**config.mk**
```make
export PLATFORM = sky130hd
export DESIGN_NAME = des_sbox_stage
export DESIGN_NICKNAME = d
export VERILOG_FILES = /design/src/rtl/des_pkg.sv /design/src/rtl/des_sbox_perm.sv /design/src/rtl/des_sbox_stage.sv
export SDC_FILE = /design/constraint.sdc
export NUM_CORES = 1
export LEC_CHECK = 0
export CELL_PAD_IN_SITES_DETAIL_PLACEMENT = 1
export CELL_PAD_IN_SITES_GLOBAL_PLACEMENT = 1
export CORE_ASPECT_RATIO = 0.75
export CORE_UTILIZATION = 30
export DETAILED_ROUTE_END_ITERATION = 8
export PLACE_DENSITY = 0.7
export SLEW_MARGIN = 20
export SYNTH_ARGS = -nofsm -noshare
export SYNTH_HDL_FRONTEND = slang
export SYNTH_SLANG_ARGS = --single-unit
export TNS_END_PERCENT = 10
```
**constraint.sdc**
```tcl
create_clock -name Clk -period 3.9 [get_ports Clk]
set_clock_uncertainty 0.2 [all_clocks]
set_input_delay 0.39 -clock Clk [delete_from_list [all_inputs] [get_ports Clk]]
set_output_delay 0.39 -clock Clk [all_outputs]
set_load 0.05 [all_outputs]
```
**src/rtl/des_pkg.sv**
```systemverilog
// Shared DES constants for the round-function back half: S-box contents, P table,
// datapath widths and the S-box lookup helper.
package des_pkg;

  localparam int EXP_W    = 48;
  localparam int F_W      = 32;
  localparam int NUM_SBOX = 8;

  // Box j occupies SBOX[j]; entry {row,col} in row-major order.
  // Each 256-bit word lists one box, rows 0..3 left to right.
  localparam logic [0:7][0:63][3:0] SBOX = {
    256'hE4D12FB83A6C5907_0F74E2D1A6CB9538_41E8D62BFC973A50_FC8249175B3EA06D,
    256'hF18E6B34972DC05A_3D47F28EC01A69B5_0E7BA4D158C6932F_D8A13F42B67C05E9,
    256'hA09E63F51DC7B428_D709346A285ECBF1_D6498F30B12C5AE7_1AD069874FE3B52C,
    256'h7DE3069A1285BC4F_D8B56F03472C1AE9_A690CB7DF13E5284_3F06A1D8945BC72E,
    256'h2C417AB6853FD0E9_EB2C47D150FA3986_421BAD78F9C5630E_B8C71E2D6F09A453,
    256'hC1AF92680D34E75B_AF427C9561DE0B38_9EF528C3704A1DB6_432C95FABE17608D,
    256'h4B2EF08D3C975A61_D0B7491AE35C2F86_14BDC37EAF680592_6BD814A7950FE23C,
    256'hD2846FB1A93E50C7_1FD8A374C56B0E92_7B419CE206ADF358_21E74A8DFC90356B
  };

  // 1-based DES bit numbers, as in the standard P table.
  localparam int P_TABLE [F_W] = '{
    16,  7, 20, 21, 29, 12, 28, 17,  1, 15, 23, 26,  5, 18, 31, 10,
     2,  8, 24, 14, 32, 27,  3,  9, 19, 13, 30,  6, 22, 11,  4, 25
  };

  // j is the zero-based box index (box j+1); six_bits[0] is b1, six_bits[5] is b6.
  function automatic logic [3:0] des_sbox_lookup(input logic [2:0] j,
                                                 input logic [5:0] six_bits);
    logic [5:0] idx;
    idx = {six_bits[0], six_bits[5], six_bits[1], six_bits[2], six_bits[3], six_bits[4]};
    return SBOX[j][idx];
  endfunction

endpackage

```
**src/rtl/des_sbox_perm.sv**
```systemverilog
// Combinational S-box substitution (i_x -> o_s) and P permutation (i_s -> o_f).
// The halves are separate so a register can sit between them (DES_SBOX_MIDREG_EN).
module des_sbox_perm
  import des_pkg::*;
(
  input  logic [EXP_W-1:0] i_x,
  output logic [F_W-1:0]   o_s,
  input  logic [F_W-1:0]   i_s,
  output logic [F_W-1:0]   o_f
);

  for (genvar j = 0; j < NUM_SBOX; j++) begin : g_sbox
    logic [3:0] w_nib;
    assign w_nib = des_sbox_lookup(3'(j), i_x[6*j +: 6]);
    // Nibble MSB lands on the lowest index (DES bit 4j+1).
    assign o_s[4*j +: 4] = {w_nib[0], w_nib[1], w_nib[2], w_nib[3]};
  end

  for (genvar k = 0; k < F_W; k++) begin : g_perm
    localparam int SRC = P_TABLE[k] - 1;
    assign o_f[k] = i_s[SRC[4:0]];
  end

endmodule

```
**src/rtl/des_sbox_stage.sv**
```systemverilog
// DES round-function back half: key XOR, S-boxes and P behind a valid/ready pipe.
// DES_SBOX_MIDREG_EN adds a register between the S-boxes and P (latency 2).
module des_sbox_stage
  import des_pkg::*;
#(
  parameter int CNT_W = 16
) (
  input  logic             Clk,
  input  logic             ResetN,
  input  logic             Flush,
  input  logic             InValid,
  output logic             InReady,
  input  logic [EXP_W-1:0] ExpIn,
  input  logic [EXP_W-1:0] KeyIn,
  output logic             OutValid,
  input  logic             OutReady,
  output logic [F_W-1:0]   FOut,
  output logic [CNT_W-1:0] BlockCount
);

  logic             r_a_vld;
  logic [EXP_W-1:0] r_x;
  logic [CNT_W-1:0] r_cnt;
  logic             w_a_adv;
  logic             w_acc;
  logic             w_xfer;
  logic [F_W-1:0]   w_s;
  logic [F_W-1:0]   w_p_in;
  logic [F_W-1:0]   w_f;

  assign InReady = !r_a_vld || w_a_adv;
  assign w_acc   = InValid && InReady && !Flush;
  assign w_xfer  = OutValid && OutReady;

  always_ff @(posedge Clk or negedge ResetN) begin
    if (!ResetN) begin
      r_a_vld <= 1'b0;
      r_x     <= '0;
    end else begin
      if (Flush)        r_a_vld <= 1'b0;
      else if (InReady) r_a_vld <= InValid;
      if (w_acc)        r_x     <= ExpIn ^ KeyIn;
    end
  end

`ifdef DES_SBOX_MIDREG_EN
  logic           r_b_vld;
  logic [F_W-1:0] r_s;
  logic           w_b_rdy;

  assign w_b_rdy = !r_b_vld || OutReady;
  assign w_a_adv = r_a_vld && w_b_rdy;

  always_ff @(posedge Clk or negedge ResetN) begin
    if (!ResetN) begin
      r_b_vld <= 1'b0;
      r_s     <= '0;
    end else begin
      if (Flush)        r_b_vld <= 1'b0;
      else if (w_b_rdy) r_b_vld <= r_a_vld;
      if (w_a_adv)      r_s     <= w_s;
    end
  end

  assign w_p_in   = r_s;
  assign OutValid = r_b_vld;
`else
  assign w_a_adv  = r_a_vld && OutReady;
  assign w_p_in   = w_s;
  assign OutValid = r_a_vld;
`endif

  des_sbox_perm u_sbox_perm (
    .i_x (r_x),
    .o_s (w_s),
    .i_s (w_p_in),
    .o_f (w_f)
  );

  assign FOut = w_f;

  // Counts transfers even in a flush cycle; flush only drops queued blocks.
  always_ff @(posedge Clk or negedge ResetN) begin
    if (!ResetN)     r_cnt <= '0;
    else if (w_xfer) r_cnt <= r_cnt + 1'b1;
  end

  assign BlockCount = r_cnt;

endmodule

```
### Yosys cells after proc, flatten, opt, wreduce, memory -nomap -nowiden

Memories as Yosys holds them, arrays and structs flattened.
Index checks and enable logic that the tools add are counted.

* add/subtract/negate cells: 1
* reduce and logical (&&, ||, !) cells: 7
* muxes and demuxes: 18
* order comparisons: 8
* multipliers: 0
* bitwise operators: 9
* equal/unequal tests: 0
* shifts and indexed selects: 0
* divide/modulo/power cells: 0

Operators with widths (count)
* 2-to-1 mux 4 bit: 16
* greater-or-equal comparator 7 bit, second input constant: 8
* NOT 6 -> 7 bit: 8
* bitwise XOR 48 bit: 1
* adder 16 x 1 -> 16 bit, second input constant: 1
* logical AND 1 bit: 3
* logical NOT 1 bit: 2
* 2-to-1 mux 1 bit: 2
* nonzero test 2 bit: 1
* logical OR 1 bit: 1

* logic and storage cells: 54
* output and inout port bits: 50
* ROM bits: 2048
* bits in latches: 0
* memories kept: 8
* memory bits (writable): 0
* register bits: 65
* input port bits: 101

Memory list
* (name not given): depth 64, bits a word 4, rd ports 1, clocked after memory_dff 0, write ports 0, RTL line des_pkg.sv:33 `return SBOX[j][idx];`
* (name not given): depth 64, bits a word 4, rd ports 1, clocked after memory_dff 0, write ports 0, RTL line des_pkg.sv:33
* (name not given): depth 64, bits a word 4, rd ports 1, clocked after memory_dff 0, write ports 0, RTL line des_pkg.sv:33
* (name not given): depth 64, bits a word 4, rd ports 1, clocked after memory_dff 0, write ports 0, RTL line des_pkg.sv:33
* (name not given): depth 64, bits a word 4, rd ports 1, clocked after memory_dff 0, write ports 0, RTL line des_pkg.sv:33
* (name not given): depth 64, bits a word 4, rd ports 1, clocked after memory_dff 0, write ports 0, RTL line des_pkg.sv:33
* +2 memories

### Depth between registers and ports, before layout

* word-level depth: 4
* depth in mapped cells: 9
* mapped depth without buffers: 7

### Hierarchy

Synthesis repeated with hierarchy kept, for this count alone.

* cell total of the unflattened synthesis: 1012
* area total of the unflattened synthesis: 7788.7 um^2

By module, submodules not included
* des_sbox_perm: times used 1, area each 4909.7 um^2, sequential area each 0.0 um^2, cells each 744
* des_sbox_stage: times used 1, area each 2879.0 um^2, sequential area each 1626.6 um^2, cells each 268

### Worst setup path after synthesis

OpenSTA, ideal clock, no wires.

* path kind: register to output
* start: reg r_x[9]
* end: out FOut[12]
* buffers on the path: 2
* stages on the path, launching flop included: 10
* path slack: 0.442 ns
* data arrival time: 2.868 ns
* data required time: 3.310 ns
* cells stage by stage: dfrtp_1 -> clkbuf_1 -> inv_1 -> ha_1 -> clkbuf_1 -> nand2b_1 -> a21oi_1 -> a311o_1 -> o22ai_1 -> nor3_1

* cells in the longest elaborated chain, start to end: 4

RTL lines
* start, declared: RTL line des_sbox_stage.sv:22 `logic [EXP_W-1:0] r_x;`
* start signal, assigned: RTL line des_sbox_stage.sv:42 `if (w_acc) r_x <= ExpIn ^ KeyIn;`
* NOT 6 -> 7 bit (not written as such): RTL line des_pkg.sv:33
* memory read (64 x 4 bit)
* 2-to-1 mux 4 bit (not written as such) (2 in a row): RTL line des_pkg.sv:33
* end, declared: RTL line des_sbox_stage.sv:17 `output logic [F_W-1:0] FOut,`

Every way passes these cells. The select of a mux whose other input is x is not followed.

### Worst setup path in the final report

* start: reg r_x[9]
* end: out FOut[1]

Same word-level chain as after synthesis.

==> results_dict.tcl <==
set metrics [dict create \
    core_region_area_um2 24030 \
    post-cts-setup-buffer-count 0 \
    crit_chain "inv_1, ha_1, xnor2_1, mux4_2, o21bai_1, a31oi_1, clkdlybuf4s50_1" \
    place.gp.congestion 0.8660 \
    route.detailed.drc 0 \
    synth_edf_count 0 \
    viasPerCell 5.151 \
    routed_wl_mm 21.98 \
    rsz0062_at_grt "false" \
    peakVddDrop_v 0.0002582 \
    crit_path_max_fanout 13 \
    timing.rr.start "OutValid" \
    grt_max_degree 66 \
    slew_headroom_pct 35.90 \
    fmax_mhz 272.1 \
    yosysUniqueCellTypes 69 \
    antenna_cells 0 \
    drtIter0Drc 362 \
    failed_checks "negative hold slack" \
    r2r_setup_slack_ns 1.83 \
    hold_buffers 0 \
    fill_cells 2904 \
    drive_above_1_share_pct 5.983 \
    ys_top_cells_by_area "dfrtp_1, ha_1, o21ai_0" \
    fin_cells 1384 \
    status "complete, but fails checks" \
    synthFlopType "dfrtp_1" \
    io_pins 151 \
    maxSlewViolCount 0 \
    syn_area_per_cell_um2 7.822 \
    cp_slowest_cell "clkdlybuf4s50_1" \
    grt.total_usage_pct 17.81 \
    synth.top_cells.by_count "nand2_1, o21ai_0, a21oi_1" \
    fin_tns_setup_ns 0 \
    place_ws_ns 0.3657 \
    drt_pre_antenna_iters 4 \
    seq_area_um2 1628 \
    ys_warn_count 0 \
    yosysSeqAreaShare_pct 22.05 \
    vias 7129 \
    yosys_register_bits 65 \
    fin_util_pct 39.25 \
    async_reset_ff_share_pct 100.0 \
    final_hold_viol_count 8 \
    die_h_um 137.8 \
    final_nets 1213 \
    clockBufferDepth 2 \
    setup_viol 0 \
    die_w_um 183.1 \
    cts_tree "yes" \
    power.density_nw_per_um2 517.1 \
    maxCapViolations 0 \
    yosysTopAreaCell "dfrtp_1" \
    overflow 0 \
    cp_data_arrival_time_ns 3.08 \
    fin_crit_ns 3.675 \
    antenna_found_initial 0 \
    critPathKind "flip-flop to output port" \
    yosysMostFrequentCell "nand2_1" \
    wire_per_inst_um 15.88 \
    ant_nets 0 \
    grt_pass1_wl_mm 36.06 \
    design.die.area_um2 25220 \
    yosysTopAreaCellShare_pct 22.05 \
    grt_pass1_vias 6971 \
    endpoint_kind "output port" \
    syn_nets 1108 \
    placed_cells 1368 \
    r2r_cells 5 \
    area_delta_synth_final_pct 27.89 \
    cp-startpoint "r_x[9]" \
    holdCritPathClass "primary input to async pin" \
    cts-root-buf "clkbuf_16" \
    clock_sinks 65 \
    hold_slack_ns -0.01584 \
    multi_input_comb_area_um2 5273 \
    worst_slew_pin_slew_ns 0.9615 \
    min_period_over_period_pct 94.23 \
    cpPeakStageDelay_ns 0.72 \
    start_kind "flip-flop" \
    leakagePower_uw 0.003919 \
    critPathRequiredTime_ns 3.31 \
    setup_ws_ns 0.2251 \
    synthCells 943 \
    portBuffers 150 \
    row_count 49 \
    htreeDepth 3 \
    cts.clk_slew.worst_paths_ns 0.06 \
    initial_utilization_pct 30.69 \
    cts-buffers-inserted 9 \
    synth_area_um2 7376 \
    dp_hpwl_mm 16.33 \
    clock_latency_ns 0.34 \
]
==> logic make-up after synthesis <==
family / count (synthesis) / synth area share, %
buffers and inverters: 111 / 6.548
adders and majority gates: 64 / 10.86
muxes: 40 / 7.837
DFF: 65 / 22.05
xor gates and xnor gates: 78 / 9.262
AOI/OAI and AO/OA: 300 / 25.26
and+or+nand+nor: 285 / 18.19
==> critical path, delay by kind of cell, from the launching register on <==
kind | cells | cell delay, ns
fa+ha+maj | 1 | 0.44
buf+inv | 2 | 0.91
compound gates | 2 | 0.19
flops | 1 | 0.57
xor+xnor | 1 | 0.16
mux | 1 | 0.48
==> layout by cell type, fill, tap and decap left out, drive strengths merged, types with 6 or more instances in the layout <==
cell	n
o21ai	91
inv	35
o211ai	15
a31oi	9
nand2b	26
xnor2	44
dfrtp	65
o311ai	6
ha	64
nor2	82
nand3	14
a21o	8
xor2	34
buf	20
a211oi	20
nand2	88
mux2	6
o31ai	6
a21oi	83
dlymetal6s2s	13
o22ai	13
a211o	6
nor3	26
nor2b	15
nor3b	7
mux2i	21
mux4	13
and3	6
clkdlybuf4s50	134
clkbuf	11
==> per-stage QoR <==
step	power, uW	hold WS, ns	area (um^2)
2_1_floorplan	3220	-0.1056	7376
3_3_place_gp	4079	0.2619	9128
3_5_place_dp	4130	0.2781	9128
4_1_cts	4938	0.04721	9399
5_1_grt	5241	0.08438	9433
6_report	4878	-0.01584	9433
==> flip-flops by register name (all words and copies together) (netlist names) <==
register,flops
r_x,48
BlockCount,16
OutValid,1
==> layout make-up <==
| cell class | instances | area share [%] |
|---|---|---|
| multi-input cells | 767 | 55.90 |
| well taps | 331 | 4.390 |
| flip-flops and latches | 65 | 17.26 |
| clock buffers | 11 | 2.573 |
| repair buffers | 169 | 18.12 |
| clock inverters | 5 | 0.3316 |
| inverters | 36 | 1.433 |
==> routing by layer <==
layer,global-route usage (%),wire [um],part of all wire (%),up-vias
li1,-,-,-,3580
met1,25.13,11000,50,3419
met2,28.83,10020,46,121
met3,3.199,840,3.8,9
met4,2.500,116,0.53,0
met5,0,0,0,-
==> repair_timing <==
item,in CTS,in global routing
pin swaps,0,0
endpoints found under the setup margin,2,14
endpoints found under the hold margin,0,0
gates resized for setup,2,14
==> worst paths after layout <==
check,to
min in group Clk,BlockCount[15]
min reg2reg,BlockCount[15]
min,r_x[31]
max in group asynchronous,r_x[10]
max,FOut[1]
max reg2reg,r_x[26]
==> where the power goes <==
| part | leakage [uW] | internal (uW) | switching [uW] |
|---|---|---|---|
| registers | 0.000786 | 783 | 370 |
| logic | 0.00300 | 1220 | 1730 |
| clock network | 0.000135 | 446 | 332 |
| total | 0.00392 | 2450 | 2430 |
(Power assumes the default switching activity.)
